$ cat src/rtl/resource_driver_if.sv
// Request/command bundle shared by the requesters, the resource_driver and the
// downstream resource counter.
interface resource_driver_if #(
   parameter int ACC_W = 6
);
   logic                    tick;
   logic                    decay_en;
   logic                    gain_req;
   logic                    gain_fast;
   logic                    loss_req;
   logic                    loss_fast;
   logic                    set_req;
   logic                    inc;
   logic                    dec;
   logic                    fast;
   logic                    setval;
   logic signed [ACC_W-1:0] pending;
   logic                    busy;

   modport master (
      output tick, decay_en, gain_req, gain_fast, loss_req, loss_fast, set_req,
      input  inc, dec, fast, setval, pending, busy
   );

   modport slave (
      input  tick, decay_en, gain_req, gain_fast, loss_req, loss_fast, set_req,
      output inc, dec, fast, setval, pending, busy
   );
endinterface

$ cat src/rtl/resource_driver.sv
// Paces asynchronous gain/loss/decay events into one-cycle inc/dec/fast/setval
// commands for a downstream saturating resource counter.
module resource_driver #(
   parameter int ACC_W        = 6,
   parameter int FAST_STEP    = 3,
   parameter int DECAY_PERIOD = 4,
   parameter int GAP          = 1
) (
   input  logic             clk,
   input  logic             rst,
   resource_driver_if.slave bus
);
   localparam int SUM_W = ACC_W + 2;
   localparam int PRE_W = (DECAY_PERIOD > 1) ? $clog2(DECAY_PERIOD) : 1;
   localparam int GAP_W = (GAP > 1) ? $clog2(GAP) : 1;

   localparam logic signed [SUM_W-1:0] ZERO_S    = SUM_W'(0);
   localparam logic signed [SUM_W-1:0] ONE_S     = SUM_W'(1);
   localparam logic signed [SUM_W-1:0] FAST_S    = SUM_W'(FAST_STEP);
   localparam logic signed [SUM_W-1:0] ACC_MAX_S = SUM_W'((1 << (ACC_W - 1)) - 1);
   localparam logic signed [SUM_W-1:0] ACC_MIN_S = -ACC_MAX_S - ONE_S;
   localparam logic signed [ACC_W-1:0] ACC_ZERO  = ACC_W'(0);
   localparam logic [PRE_W-1:0]        PRE_ZERO  = PRE_W'(0);
   localparam logic [PRE_W-1:0]        PRE_ONE   = PRE_W'(1);
   localparam logic [PRE_W-1:0]        PRE_LAST  = PRE_W'(DECAY_PERIOD - 1);
   localparam logic [GAP_W-1:0]        GAP_ZERO  = GAP_W'(0);
   localparam logic [GAP_W-1:0]        GAP_ONE   = GAP_W'(1);
   localparam logic [GAP_W-1:0]        GAP_LOAD  = GAP_W'((GAP > 0) ? GAP - 1 : 0);

   typedef enum logic [1:0] {
      ST_IDLE  = 2'd0,
      ST_ISSUE = 2'd1,
      ST_GAP   = 2'd2
   } state_t;

   state_t                  state_r, state_s;
   logic signed [ACC_W-1:0] acc_r, acc_s;
   logic [PRE_W-1:0]        presc_r, presc_s;
   logic [GAP_W-1:0]        gap_r, gap_s;
   logic                    inc_r, dec_r, fast_r, setval_r, busy_r;
   logic                    inc_s, dec_s, fast_s, setval_s, busy_s;
   logic                    decay_s;
   logic signed [SUM_W-1:0] acc_ext_s, delta_s, amount_s, sum_s;

   assign acc_ext_s = {{2{acc_r[ACC_W-1]}}, acc_r};
   assign busy_s    = (acc_s != ACC_ZERO) || (state_s == ST_GAP);

   // State register of the issue-pacing FSM and its gap counter
   always_ff @(posedge clk) begin
      if (rst) begin
         state_r <= ST_IDLE;
         gap_r   <= GAP_ZERO;
      end else begin
         state_r <= state_s;
         gap_r   <= gap_s;
      end
   end

   // Next-state logic: an issue opens a gap window, set_req forces IDLE
   always_comb begin
      state_s = state_r;
      gap_s   = gap_r;
      if (bus.set_req) begin
         state_s = ST_IDLE;
         gap_s   = GAP_ZERO;
      end else begin
         case (state_r)
            ST_IDLE, ST_ISSUE: begin
               if (inc_s || dec_s) begin
                  if (GAP > 0) begin
                     state_s = ST_GAP;
                     gap_s   = GAP_LOAD;
                  end else if (acc_s != ACC_ZERO) begin
                     state_s = ST_ISSUE;
                  end else begin
                     state_s = ST_IDLE;
                  end
               end else begin
                  state_s = ST_IDLE;
               end
            end
            ST_GAP: begin
               if (gap_r == GAP_ZERO) begin
                  state_s = (acc_r != ACC_ZERO) ? ST_ISSUE : ST_IDLE;
               end else begin
                  gap_s = gap_r - GAP_ONE;
               end
            end
            default: begin
               state_s = ST_IDLE;
               gap_s   = GAP_ZERO;
            end
         endcase
      end
   end

   // Output logic: decay prescaler, command choice and clamped accumulator update
   always_comb begin
      inc_s    = 1'b0;
      dec_s    = 1'b0;
      fast_s   = 1'b0;
      setval_s = 1'b0;
      decay_s  = 1'b0;
      amount_s = ZERO_S;
      presc_s  = presc_r;
      acc_s    = acc_r;

      if (!bus.decay_en) begin
         presc_s = PRE_ZERO;
      end else if (bus.tick) begin
         if (presc_r == PRE_LAST) begin
            decay_s = 1'b1;
            presc_s = PRE_ZERO;
         end else begin
            presc_s = presc_r + PRE_ONE;
         end
      end else begin
         presc_s = presc_r;
      end

      delta_s = (bus.gain_req  ? ONE_S  : ZERO_S)
              + (bus.gain_fast ? FAST_S : ZERO_S)
              - (bus.loss_req  ? ONE_S  : ZERO_S)
              - (bus.loss_fast ? FAST_S : ZERO_S)
              - (decay_s       ? ONE_S  : ZERO_S);

      if (state_r != ST_GAP) begin
         if (acc_ext_s >= FAST_S) begin
            inc_s    = 1'b1;
            fast_s   = 1'b1;
            amount_s = FAST_S;
         end else if (acc_ext_s <= -FAST_S) begin
            dec_s    = 1'b1;
            fast_s   = 1'b1;
            amount_s = -FAST_S;
         end else if (acc_ext_s > ZERO_S) begin
            inc_s    = 1'b1;
            amount_s = ONE_S;
         end else if (acc_ext_s < ZERO_S) begin
            dec_s    = 1'b1;
            amount_s = -ONE_S;
         end else begin
            amount_s = ZERO_S;
         end
      end else begin
         amount_s = ZERO_S;
      end

      // Wide sum so opposing bursts saturate instead of wrapping
      sum_s = acc_ext_s + delta_s - amount_s;
      if (sum_s > ACC_MAX_S) begin
         acc_s = ACC_MAX_S[ACC_W-1:0];
      end else if (sum_s < ACC_MIN_S) begin
         acc_s = ACC_MIN_S[ACC_W-1:0];
      end else begin
         acc_s = sum_s[ACC_W-1:0];
      end

      if (bus.set_req) begin
         setval_s = 1'b1;
         inc_s    = 1'b0;
         dec_s    = 1'b0;
         fast_s   = 1'b0;
         acc_s    = ACC_ZERO;
         presc_s  = PRE_ZERO;
      end else begin
         setval_s = 1'b0;
      end
   end

   // Registered datapath and command outputs
   always_ff @(posedge clk) begin
      if (rst) begin
         acc_r    <= ACC_ZERO;
         presc_r  <= PRE_ZERO;
         inc_r    <= 1'b0;
         dec_r    <= 1'b0;
         fast_r   <= 1'b0;
         setval_r <= 1'b0;
         busy_r   <= 1'b0;
      end else begin
         acc_r    <= acc_s;
         presc_r  <= presc_s;
         inc_r    <= inc_s;
         dec_r    <= dec_s;
         fast_r   <= fast_s;
         setval_r <= setval_s;
         busy_r   <= busy_s;
      end
   end

   assign bus.inc     = inc_r;
   assign bus.dec     = dec_r;
   assign bus.fast    = fast_r;
   assign bus.setval  = setval_r;
   assign bus.pending = acc_r;
   assign bus.busy    = busy_r;
endmodule
$ cat src/flat_wrapper.sv
// flat-port wrapper written by rule: the top's interface ports become plain ports
module resource_driver_flat 
#(
   parameter int ACC_W        = 6,
   parameter int FAST_STEP    = 3,
   parameter int DECAY_PERIOD = 4,
   parameter int GAP          = 1
)
  (clk, rst, bus_tick, bus_decay_en, bus_gain_req, bus_gain_fast, bus_loss_req, bus_loss_fast, bus_set_req, bus_inc, bus_dec, bus_fast, bus_setval, bus_pending, bus_busy);
  resource_driver_if #(.ACC_W(ACC_W)) bus_i ();
  input  logic clk;
  input  logic rst;
  input wire logic [$bits(bus_i.tick)-1:0] bus_tick;
  input wire logic [$bits(bus_i.decay_en)-1:0] bus_decay_en;
  input wire logic [$bits(bus_i.gain_req)-1:0] bus_gain_req;
  input wire logic [$bits(bus_i.gain_fast)-1:0] bus_gain_fast;
  input wire logic [$bits(bus_i.loss_req)-1:0] bus_loss_req;
  input wire logic [$bits(bus_i.loss_fast)-1:0] bus_loss_fast;
  input wire logic [$bits(bus_i.set_req)-1:0] bus_set_req;
  output wire logic [$bits(bus_i.inc)-1:0] bus_inc;
  output wire logic [$bits(bus_i.dec)-1:0] bus_dec;
  output wire logic [$bits(bus_i.fast)-1:0] bus_fast;
  output wire logic [$bits(bus_i.setval)-1:0] bus_setval;
  output wire logic [$bits(bus_i.pending)-1:0] bus_pending;
  output wire logic [$bits(bus_i.busy)-1:0] bus_busy;
  assign bus_i.tick = bus_tick;
  assign bus_i.decay_en = bus_decay_en;
  assign bus_i.gain_req = bus_gain_req;
  assign bus_i.gain_fast = bus_gain_fast;
  assign bus_i.loss_req = bus_loss_req;
  assign bus_i.loss_fast = bus_loss_fast;
  assign bus_i.set_req = bus_set_req;
  assign bus_inc = bus_i.inc;
  assign bus_dec = bus_i.dec;
  assign bus_fast = bus_i.fast;
  assign bus_setval = bus_i.setval;
  assign bus_pending = bus_i.pending;
  assign bus_busy = bus_i.busy;
  resource_driver #(.ACC_W(ACC_W), .FAST_STEP(FAST_STEP), .DECAY_PERIOD(DECAY_PERIOD), .GAP(GAP)) u_core (.clk(clk), .rst(rst), .bus(bus_i));
endmodule
$ cat config.mk
export PLATFORM = sky130hd
export DESIGN_NAME = resource_driver_flat
export DESIGN_NICKNAME = d
export VERILOG_FILES = /design/src/rtl/resource_driver_if.sv /design/src/rtl/resource_driver.sv /design/src/flat_wrapper.sv
export SDC_FILE = /design/constraint.sdc
export NUM_CORES = 1
export LEC_CHECK = 0
export BUFFER_PORTS_ARGS = -buffer_cell sky130_fd_sc_hd__buf_2
export CORE_AREA = 2 2 53 55
export DETAILED_ROUTE_END_ITERATION = 10
export DIE_AREA = 0 0 55 57
export GPL_ROUTABILITY_DRIVEN = 1
export PLACE_DENSITY = 0.73
export SLEW_MARGIN = 30
export SYNTH_ARGS = -nofsm -noshare
export SYNTH_HDL_FRONTEND = slang
export SYNTH_SLANG_ARGS = --single-unit
export TNS_END_PERCENT = 10
$ cat constraint.sdc
create_clock -name clk -period 4.19 [get_ports clk]
set_clock_uncertainty 0.05 [all_clocks]
set_input_delay 0.6285 -clock clk [delete_from_list [all_inputs] [get_ports clk]]
set_output_delay 0.6285 -clock clk [all_outputs]
set_load 0.02 [all_outputs]
== Yosys cells after proc, flatten, opt, wreduce, memory -nomap -nowiden ==
Cells that the tools add are included.
Cells by class
  $add $sub $neg: 8
  order comparisons: 6
  equal/unequal tests: 6
  mux-type cells: 39
  bitwise operators: 2
  reduce and logical (&&, ||, !) cells: 9
Operators by type and width (number)
  $mux 8: 5
  $sub 8x8->8: 4
  $mux 1: 23
  $mux 6: 3
  $mux 2: 6
  $reduce_bool 6->1: 2
  $add 6x8->8: 1
  $add 8x8->8: 1
  $gt 8x6->1 const B: 1
  $lt 8x6->1 const B: 1
  $eq 2x2->1 const B: 3
  $ge 6x3->1 const B: 1
  $gt 6x1->1 const B: 1
  $le 6x3->1 const B: 1
  $lt 6x1->1 const B: 1
  $reduce_or 3->1: 2
  $pmux 2 s2: 1
  $reduce_or 2->1: 2
  $add 2x1->2 const B: 1
  $eq 2x1->1 const B: 1
  $logic_not 2->1: 1
  $logic_or 1x1->1: 2
  $ne 2x1->1 const B: 1
  $ne 2x2->1 const B: 1
  3 further kinds: 4
Storage, ports and cells
  flip-flop bits (word level): 16

== Logic depth before layout (Yosys ltp) ==
Gate-level depths: netlist of run 1.
  word-level depth: 14
  gate-level depth with buffers: 17

== Worst setup path after synthesis of run 1 ==
OpenSTA, ideal clock, no wires.
  kind: reg-to-reg
  start point: reg u_core.acc_r[5], in the netlist u_core.bus.pending[5]
  end point: reg u_core.busy_r, in the netlist u_core.bus.busy
  data arrival time: 4.504 ns
  data required time: 4.008 ns
  setup slack: -0.496 ns
  cell stages (with the launch flop): 18
  clock period less this slack: 4.686 ns
  path through: dfxtp_1 -> or4_1 -> a21oi_1 -> nor2_1 -> a31oi_1 -> nor2_1 -> fa_1 -> fa_1 -> inv_1 -> fa_1 -> ha_1 -> fa_1 -> a211o_1 -> a21o_1 -> nand3_2 -> a311oi_4 -> a2111oi_4 -> o221ai_2
Between the ends
  longest elaborated chain between the ends: 13
  elaborated cells on any way between the ends: 37
  those cells by class: add/sub: 2; order compare: 6; eq/ne: 1; mux: 24; reduce/logical: 4
RTL lines
  from (decl): RTL line resource_driver.sv:37  | logic signed [ACC_W-1:0] acc_r, acc_s;
  from (signal assigned): RTL line resource_driver.sv:182  | acc_r <= acc_s;
  $lt 6x1->1: RTL line resource_driver.sv:139  | end else if (acc_ext_s < ZERO_S) begin
  $mux 8 or $mux 1 (tied branches): RTL line resource_driver.sv:139
  $mux 8 or $mux 1 (tied branches): RTL line resource_driver.sv:136  | end else if (acc_ext_s > ZERO_S) begin
  $mux 8 or $mux 1 (tied branches): RTL line resource_driver.sv:132  | end else if (acc_ext_s <= -FAST_S) begin
  $mux 8 or $mux 1 (tied branches): RTL line resource_driver.sv:128  | if (acc_ext_s >= FAST_S) begin
  $mux 8 or $mux 1 (tied branches): RTL line resource_driver.sv:127  | if (state_r != ST_GAP) begin
  $sub 8x8->8 or $mux 1 (tied branches): RTL line resource_driver.sv:150, resource_driver.sv:159
  $lt 8x6->1 or $logic_or 1x1->1 (tied branches): RTL line resource_driver.sv:153, resource_driver.sv:69
  $mux 6 or $mux 2 (tied branches): RTL line resource_driver.sv:153, resource_driver.sv:69
  $mux 6 or $pmux 2 s2 (tied branches): RTL line resource_driver.sv:151, resource_driver.sv:67
  $mux 6 or $mux 2 (tied branches): RTL line resource_driver.sv:159, resource_driver.sv:63
  $reduce_bool 6->1 or $eq 2x2->1 (tied branches)
  $logic_or 1x1->1 (*): RTL line resource_driver.sv:46  | assign busy_s = (acc_s != ACC_ZERO) || (state_s == ST_GAP);
  to (signal assigned): RTL line resource_driver.sv:188  | busy_r <= busy_s;
  to (decl): RTL line resource_driver.sv:40  | logic inc_r, dec_r, fast_r, setval_r, busy_r;
Mark *: on every way between the ends. The rest lies on a longest branch, timed or not.
A chain may end at the register's enable or synchronous reset.

== Final worst setup path of run 1 ==
Same ends and word-level chain as after synthesis.

==> results.sh, run 1 <==
export IMPL_wl_per_cell_um=12.7
export IMPL_grtUsageMet3=0.0157
export IMPL_crit_path_start_kind="flop"
export IMPL_async_reset_ff_frac=0
export IMPL_drt_vias_per_instance=5.18
export IMPL_grt_busiest_layer="met2"
export IMPL_fin_hold_ws_ps=430
export IMPL_critical_path_peak_fanout=3
export IMPL_vias=1031
export IMPL_core_area_um2=2620
export IMPL_hold_path_class="reg2reg"
export IMPL_setup_slack_ps=-269
export IMPL_seq_area_frac_synth=0.243
export IMPL_max_freq_mhz=224
export IMPL_dieArea_um2=3140
export IMPL_cp_end_kind="flop"
export IMPL_area_growth_pct=21.3
export IMPL_pin_count=20
export IMPL_synth_top_area_frac=0.243
export IMPL_dp_slack_ps=-300
export IMPL_syn_area_um2=1240
export IMPL_synthCells=136
export IMPL_cts_buffer_depth=2
export IMPL_slew_headroom=0.746
export IMPL_synth_net_count=167
export IMPL_min_period_over_period=1.06
export IMPL_yosys_top_cells_area="dfxtp_1 24%, ha_1 14%, fa_1 13%, inv_1 7.0%, nor2_1 4.2%"
export IMPL_slew_violations=0
export IMPL_final_area_um2=1500
export IMPL_synth_edf_count=0
export IMPL_grt_use_total=0.183
export IMPL_layout_drive_gt1_share=0.345
export IMPL_synth_warnings=0
export IMPL_gr_usage_met2=0.330
export IMPL_drtPass1Iterations=4
export IMPL_cts_tree="done"
export IMPL_fill_cells=235
export IMPL_synth_common_cells="23 x inv_1, 15 x dfxtp_1, 14 x ha_1, 14 x nor2_1, 10 x nand2_1"
export IMPL_wl_um=2520
export IMPL_grt_max_degree=10
export IMPL_violations="negative setup slack"
export IMPL_root_buffer="clkbuf_4"
export IMPL_synth_most_common_cell="inv_1"
export IMPL_worstSetupPathType="reg2reg"
export IMPL_place_hpwl_um=2150
export IMPL_min_period_ps=4460
export IMPL_drc=0
export IMPL_synth_ff_type="dfxtp_1"
export IMPL_numCtsBuffers=3
export IMPL_clk_pin_slew_ps=100
export IMPL_insertion_delay_ps=290
export IMPL_htreeDepth=1
export IMPL_antenna_found_initial=0
export IMPL_diodes=0
export IMPL_outcome="finished, violations left"
export IMPL_gp_congestion=0.786
export IMPL_postLayoutCoreUtil=0.574
export IMPL_slowest_stage="or4_4"
export IMPL_io_buffers=19
export IMPL_path_cells="or4_4, a21oi_2, nor2_1, a31oi_1, nor2_1, fa_1, fa_2, inv_2, fa_1, ha_2, fa_2, a211o_1, a21o_1, nand2_2, a21oi_4, a2111oi_4, o221ai_2"
export IMPL_grt_ovfl_total=0
export IMPL_worst_pin_slew_ps=379
export IMPL_hold_viol=0
export IMPL_grt_setup_unrepaired="yes"
export IMPL_crit_arrival_ps=4570
export IMPL_worst_path_largest_cell_delay_ps=530
export IMPL_yosys_area_top_type="dfxtp_1"
export IMPL_crit_required_ps=4300
export IMPL_nets=200
export IMPL_start_util=0.473
export IMPL_cap_violations=0
export IMPL_met1_usage=0.216
export IMPL_die_x_um=55
export IMPL_place_area_um2=1460
export IMPL_setup_viol=6
export IMPL_grt_pass1_wl_um=4220
export IMPL_dieHeight_um=57
export IMPL_postCtsSetupRepairBufs=0
export IMPL_first_global_vias=1032
export IMPL_postRouteAntennaNets=0
export IMPL_drtIter0Drc=5
export IMPL_fp_row_count=19
export IMPL_syn_avg_cell_area_um2=9.10
export IMPL_yosysUniqueCellTypes=35
export IMPL_clock_sinks=15
export IMPL_ys_ff_latch=15
## cells in the final DEF, fill, tap and decap left out, types with 5 or more instances in the layout
cell type / n
nor3_1: 5
buf_2: 19
nor2_1: 14
nand2_1: 8
buf_4: 11
fa_1: 6
ha_1: 13
a21oi_1: 7
dfxtp_1: 13
inv_1: 22
## metal layers
| metal | share of wire | wire, um |
|---|---|---|
| met1 | 0.44 | 1110 |
| met2 | 0.52 | 1310 |
| met3 | 0.025 | 64 |
| met4 | 0.016 | 41 |
| met5 | 0 | 0 |
## critical path, delay by kind of cell (launching register included)
family / cells / cell delay, ps
AOI/OAI and AO/OA: 7 / 1330
DFF: 1 / 350
buffers and inverters: 1 / 60
and+or+nand+nor: 4 / 760
adders and majority gates: 5 / 1760
## area by class of cell
cell class,instances,area [um2],share of cell area
Multi-Input combinational cell,96,866,0.577
Sequential cell,15,305,0.203
Clock buffer,3,22.5,0.0150
Clock inverter,1,5.00,0.00333
Inverter,23,86.3,0.0575
Timing Repair Buffer,30,178,0.118
Tap cell,31,38.8,0.0258
## timing repair
action                     CTS  global route
setup endpoints to repair    6             7
resized for setup            3             1
hold buffers                 0             0
pin swaps                    2             2
## per-stage QoR
| stage | cells | TNS (ps) |
|---|---|---|
| after global routing | 199 | -2380 |
| after detailed placement | 195 | -1540 |
| after floorplan | 136 | -447 |
| final | 199 | -1340 |
| after CTS | 199 | -1470 |
| after global placement | 195 | -1100 |
## logic make-up after synthesis
logic type | count (synthesis) | share of synthesized area
AO/OA/AOI/OAI | 24 | 0.173
flip-flops | 15 | 0.243
adder cells (fa/ha/maj) | 22 | 0.271
XOR/XNOR | 1 | 0.00708
multiplexers | 1 | 0.00809
buffers and inverters | 25 | 0.0849
AND/OR/NAND/NOR | 48 | 0.213
## worst paths after layout
path / start / to / slack, ps / depth (start not counted)
hold / removal: u_core.state_r[1]$_SDFF_PP0_ / u_core.state_r[1]$_SDFF_PP0_ / 430 / 1
setup / recovery: u_core.bus.pending[5]$_SDFF_PP0_ / u_core.bus.busy$_SDFF_PP0_ / -270 / 17
setup reg to reg: u_core.bus.pending[5]$_SDFF_PP0_ / u_core.bus.busy$_SDFF_PP0_ / -270 / 17
hold reg to reg: u_core.state_r[1]$_SDFF_PP0_ / u_core.state_r[1]$_SDFF_PP0_ / 430 / 1
## state kept, by name, summed over array words and instances, names as in the netlist
signal	cells
u_core.bus.pending	6
u_core.presc_r	2
u_core.state_r	2
u_core.bus.busy	1
u_core.bus.dec	1
u_core.bus.fast	1
u_core.bus.inc	1
u_core.bus.setval	1
Power of run 1 is not shown: default switching activity piles up to over one toggle a cycle in this logic, so the estimate is an artifact.
==> inputs of run 2 (changes only) <==
--- a/config.mk
+++ b/config.mk
@@ -5,12 +5,13 @@
 export SDC_FILE = /design/constraint.sdc
 export NUM_CORES = 1
 export LEC_CHECK = 0
+export ABC_AREA = 1
 export BUFFER_PORTS_ARGS = -buffer_cell sky130_fd_sc_hd__buf_2
-export CORE_AREA = 2 2 53 55
+export CORE_AREA = 2 2 52 54
 export DETAILED_ROUTE_END_ITERATION = 10
-export DIE_AREA = 0 0 55 57
+export DIE_AREA = 0 0 54 56
 export GPL_ROUTABILITY_DRIVEN = 1
-export PLACE_DENSITY = 0.73
+export PLACE_DENSITY = 0.74
 export SLEW_MARGIN = 30
 export SYNTH_ARGS = -nofsm -noshare
 export SYNTH_HDL_FRONTEND = slang
==> run 2 against run 1 <==
Compared with the run above:
- the run now ends clean
- worst hold slack better by 37 ps
- design area shrank 9.3%
- flip-flop and latch count unchanged
- maximum frequency grew 16%
- synthesized cell count rose by 21%
- via count is 5.8% higher
- first-iteration DRC count grew to 4.8 times the previous value
- die area is 3.5% lower
- register-to-register slack gained 600 ps
- non-clock buffer count shrank 11
- critical endpoint unchanged
- highest routed layer is now met3
==> results.sh, run 2 <==
export IMPL_outcome="completed"
export IMPL_synth_compound_area_frac=0.0742
export IMPL_syn_avg_cell_area_um2=7.26
export IMPL_layout_drive_gt1_share=0.187
export IMPL_area_growth_pct=13.7
export IMPL_fp_row_count=18
export IMPL_insertion_delay_ps=280
export IMPL_numCtsBuffers=3
export IMPL_cts_buffer_depth=2
export IMPL_synth_edf_count=0
export IMPL_postCtsSetupRepairBufs=0
export IMPL_min_period_ps=3860
export IMPL_synth_area_mux_share=0.00836
export IMPL_yosys_area_share_simple=0.271
export IMPL_wl_per_cell_um=11.0
export IMPL_final_area_um2=1360
export IMPL_synthCells=165
export IMPL_fin_hold_ws_ps=468
export IMPL_drc=0
export IMPL_hold_viol=0
export IMPL_yosys_area_top_type="dfxtp_1"
export IMPL_cp_end_kind="flop"
export IMPL_wl_um=2380
export IMPL_max_freq_mhz=259
export IMPL_core_area_um2=2430
export IMPL_hold_path_class="reg2reg"
export IMPL_clock_sinks=15
export IMPL_critical_path_peak_fanout=4
export IMPL_place_area_um2=1330
export IMPL_synth_most_common_cell="inv_1"
export IMPL_htreeDepth=1
export IMPL_worstHoldStart="u_core.presc_r[0]$_SDFFE_PP0P_"
export IMPL_worst_pin_slew_ps=280
export IMPL_crit_start="u_core.bus.pending[0]$_SDFF_PP0_"
export IMPL_synth_xor_area_frac=0
export IMPL_synth_net_count=196
export IMPL_place_hpwl_um=2050
export IMPL_grt_ovfl_total=0
export IMPL_first_global_vias=1072
export IMPL_cts_resized=0
export IMPL_dieHeight_um=56
export IMPL_largest_register_ffs=6
export IMPL_io_buffers=19
export IMPL_slew_headroom=0.813
export IMPL_layout_commonest_cell="inv_1"
export IMPL_drtIter0Drc=24
export IMPL_crit_arrival_ps=3990
export IMPL_diodes=0
export IMPL_grt_use_total=0.177
export IMPL_layout_common_cells="36 x inv_1, 32 x nand2_1, 21 x nor2_1"
export IMPL_yosysUniqueCellTypes=18
export IMPL_async_reset_ff_frac=0
export IMPL_nets=219
export IMPL_slew_violations=0
export IMPL_antenna_found_initial=0
export IMPL_grt_max_degree=13
export IMPL_grt_pass1_wl_um=4130
export IMPL_postRouteAntennaNets=0
export IMPL_rr_worst_depth=20
export IMPL_setup_viol=0
export IMPL_cts_tree="done"
export IMPL_synth_common_cells="36 x inv_1, 32 x nand2_1, 21 x nor2_1"
export IMPL_synth_warnings=0
export IMPL_synth_top_family_by_area="adder cells"
export IMPL_r2r_start="u_core.bus.pending[0]$_SDFF_PP0_"
export IMPL_dieArea_um2=3020
export IMPL_crit_required_ps=4320
export IMPL_postLayoutCoreUtil=0.560
export IMPL_timing_setup_tns_ps=0
export IMPL_hold_depth=1
export IMPL_ys_ff_latch=15
export IMPL_seq_area_frac_synth=0.251
export IMPL_drt_vias_per_instance=5.03
export IMPL_min_period_over_period=0.921
export IMPL_drtPass1Iterations=4
export IMPL_die_x_um=54
export IMPL_pin_count=20
export IMPL_synth_adder_area_share=0.280
export IMPL_synth_top_area_frac=0.251
export IMPL_worstSetupPathType="reg2reg"
export IMPL_gp_congestion=0.784
export IMPL_root_buffer="clkbuf_4"
export IMPL_crit_path_start_kind="flop"
export IMPL_yosys_top_cells_area="dfxtp_1 25%, ha_1 15%, fa_1 13%, inv_1 11%, nand2_1 10%"
export IMPL_synth_ff_type="dfxtp_1"
export IMPL_start_util=0.492
export IMPL_cap_violations=0
export IMPL_ctsHoldBuffers=0
export IMPL_clk_pin_slew_ps=90
export IMPL_vias=1091
export IMPL_syn_area_um2=1200
run 2: kinds of logic (layout without fill, tap and decap cells):
family | after synthesis | after routing
AO/OA/AOI/OAI | 15 | 15
AND/OR/NAND/NOR | 75 | 75
multiplexers | 1 | 1
buffers and inverters | 37 | 59
adder cells (fa/ha/maj) | 22 | 22
flip-flops | 15 | 15
run 2: per-stage QoR:
stage | setup slack, ps | cells
after floorplan | 470 | 165
after global placement | 408 | 213
after detailed placement | 230 | 213
after CTS | 226 | 217
after global routing | -11.5 | 217
final | 330 | 217
run 2: final timing paths:
kind | slack, ps | end
min | 470 | u_core.presc_r[0]$_SDFFE_PP0P_
max reg2reg | 330 | u_core.bus.busy$_SDFF_PP0_
max | 330 | u_core.bus.busy$_SDFF_PP0_
min reg2reg | 470 | u_core.presc_r[0]$_SDFFE_PP0P_
run 2: layer usage:
layer | wire, um | global-route usage | share of wire
met2 | 1210 | 0.315 | 0.51
met1 | 1060 | 0.214 | 0.44
met3 | 116 | 0.0349 | 0.049
met5 | 0 | 0 | 0
met4 | 0 | 0.0321 | 0
run 2: final cells by class:
cell class	count	area, um2
repair buffers	19	95.1
inverters	36	135
well taps	30	37.5
multi-input cells	113	762
fillers	234	1070
flip-flops and latches	15	305
clock buffers	4	26.3
run 2: critical path, cell delays in order, from the launching register on:
cell,delay [ps]
dfxtp_2,380
nand2_1,60
nand3_1,110
nand2_1,90
a21oi_2,180
fa_1,450
fa_1,380
inv_1,80
fa_1,420
ha_1,250
fa_1,400
nand3_1,120
nand2_1,70
nand2_1,80
nand3_1,110
nand2_2,120
nand2_1,80
a21oi_1,160
nand2_1,70
nand2_1,60
nand2_1,40
Power of run 2 is left out for the same reason.
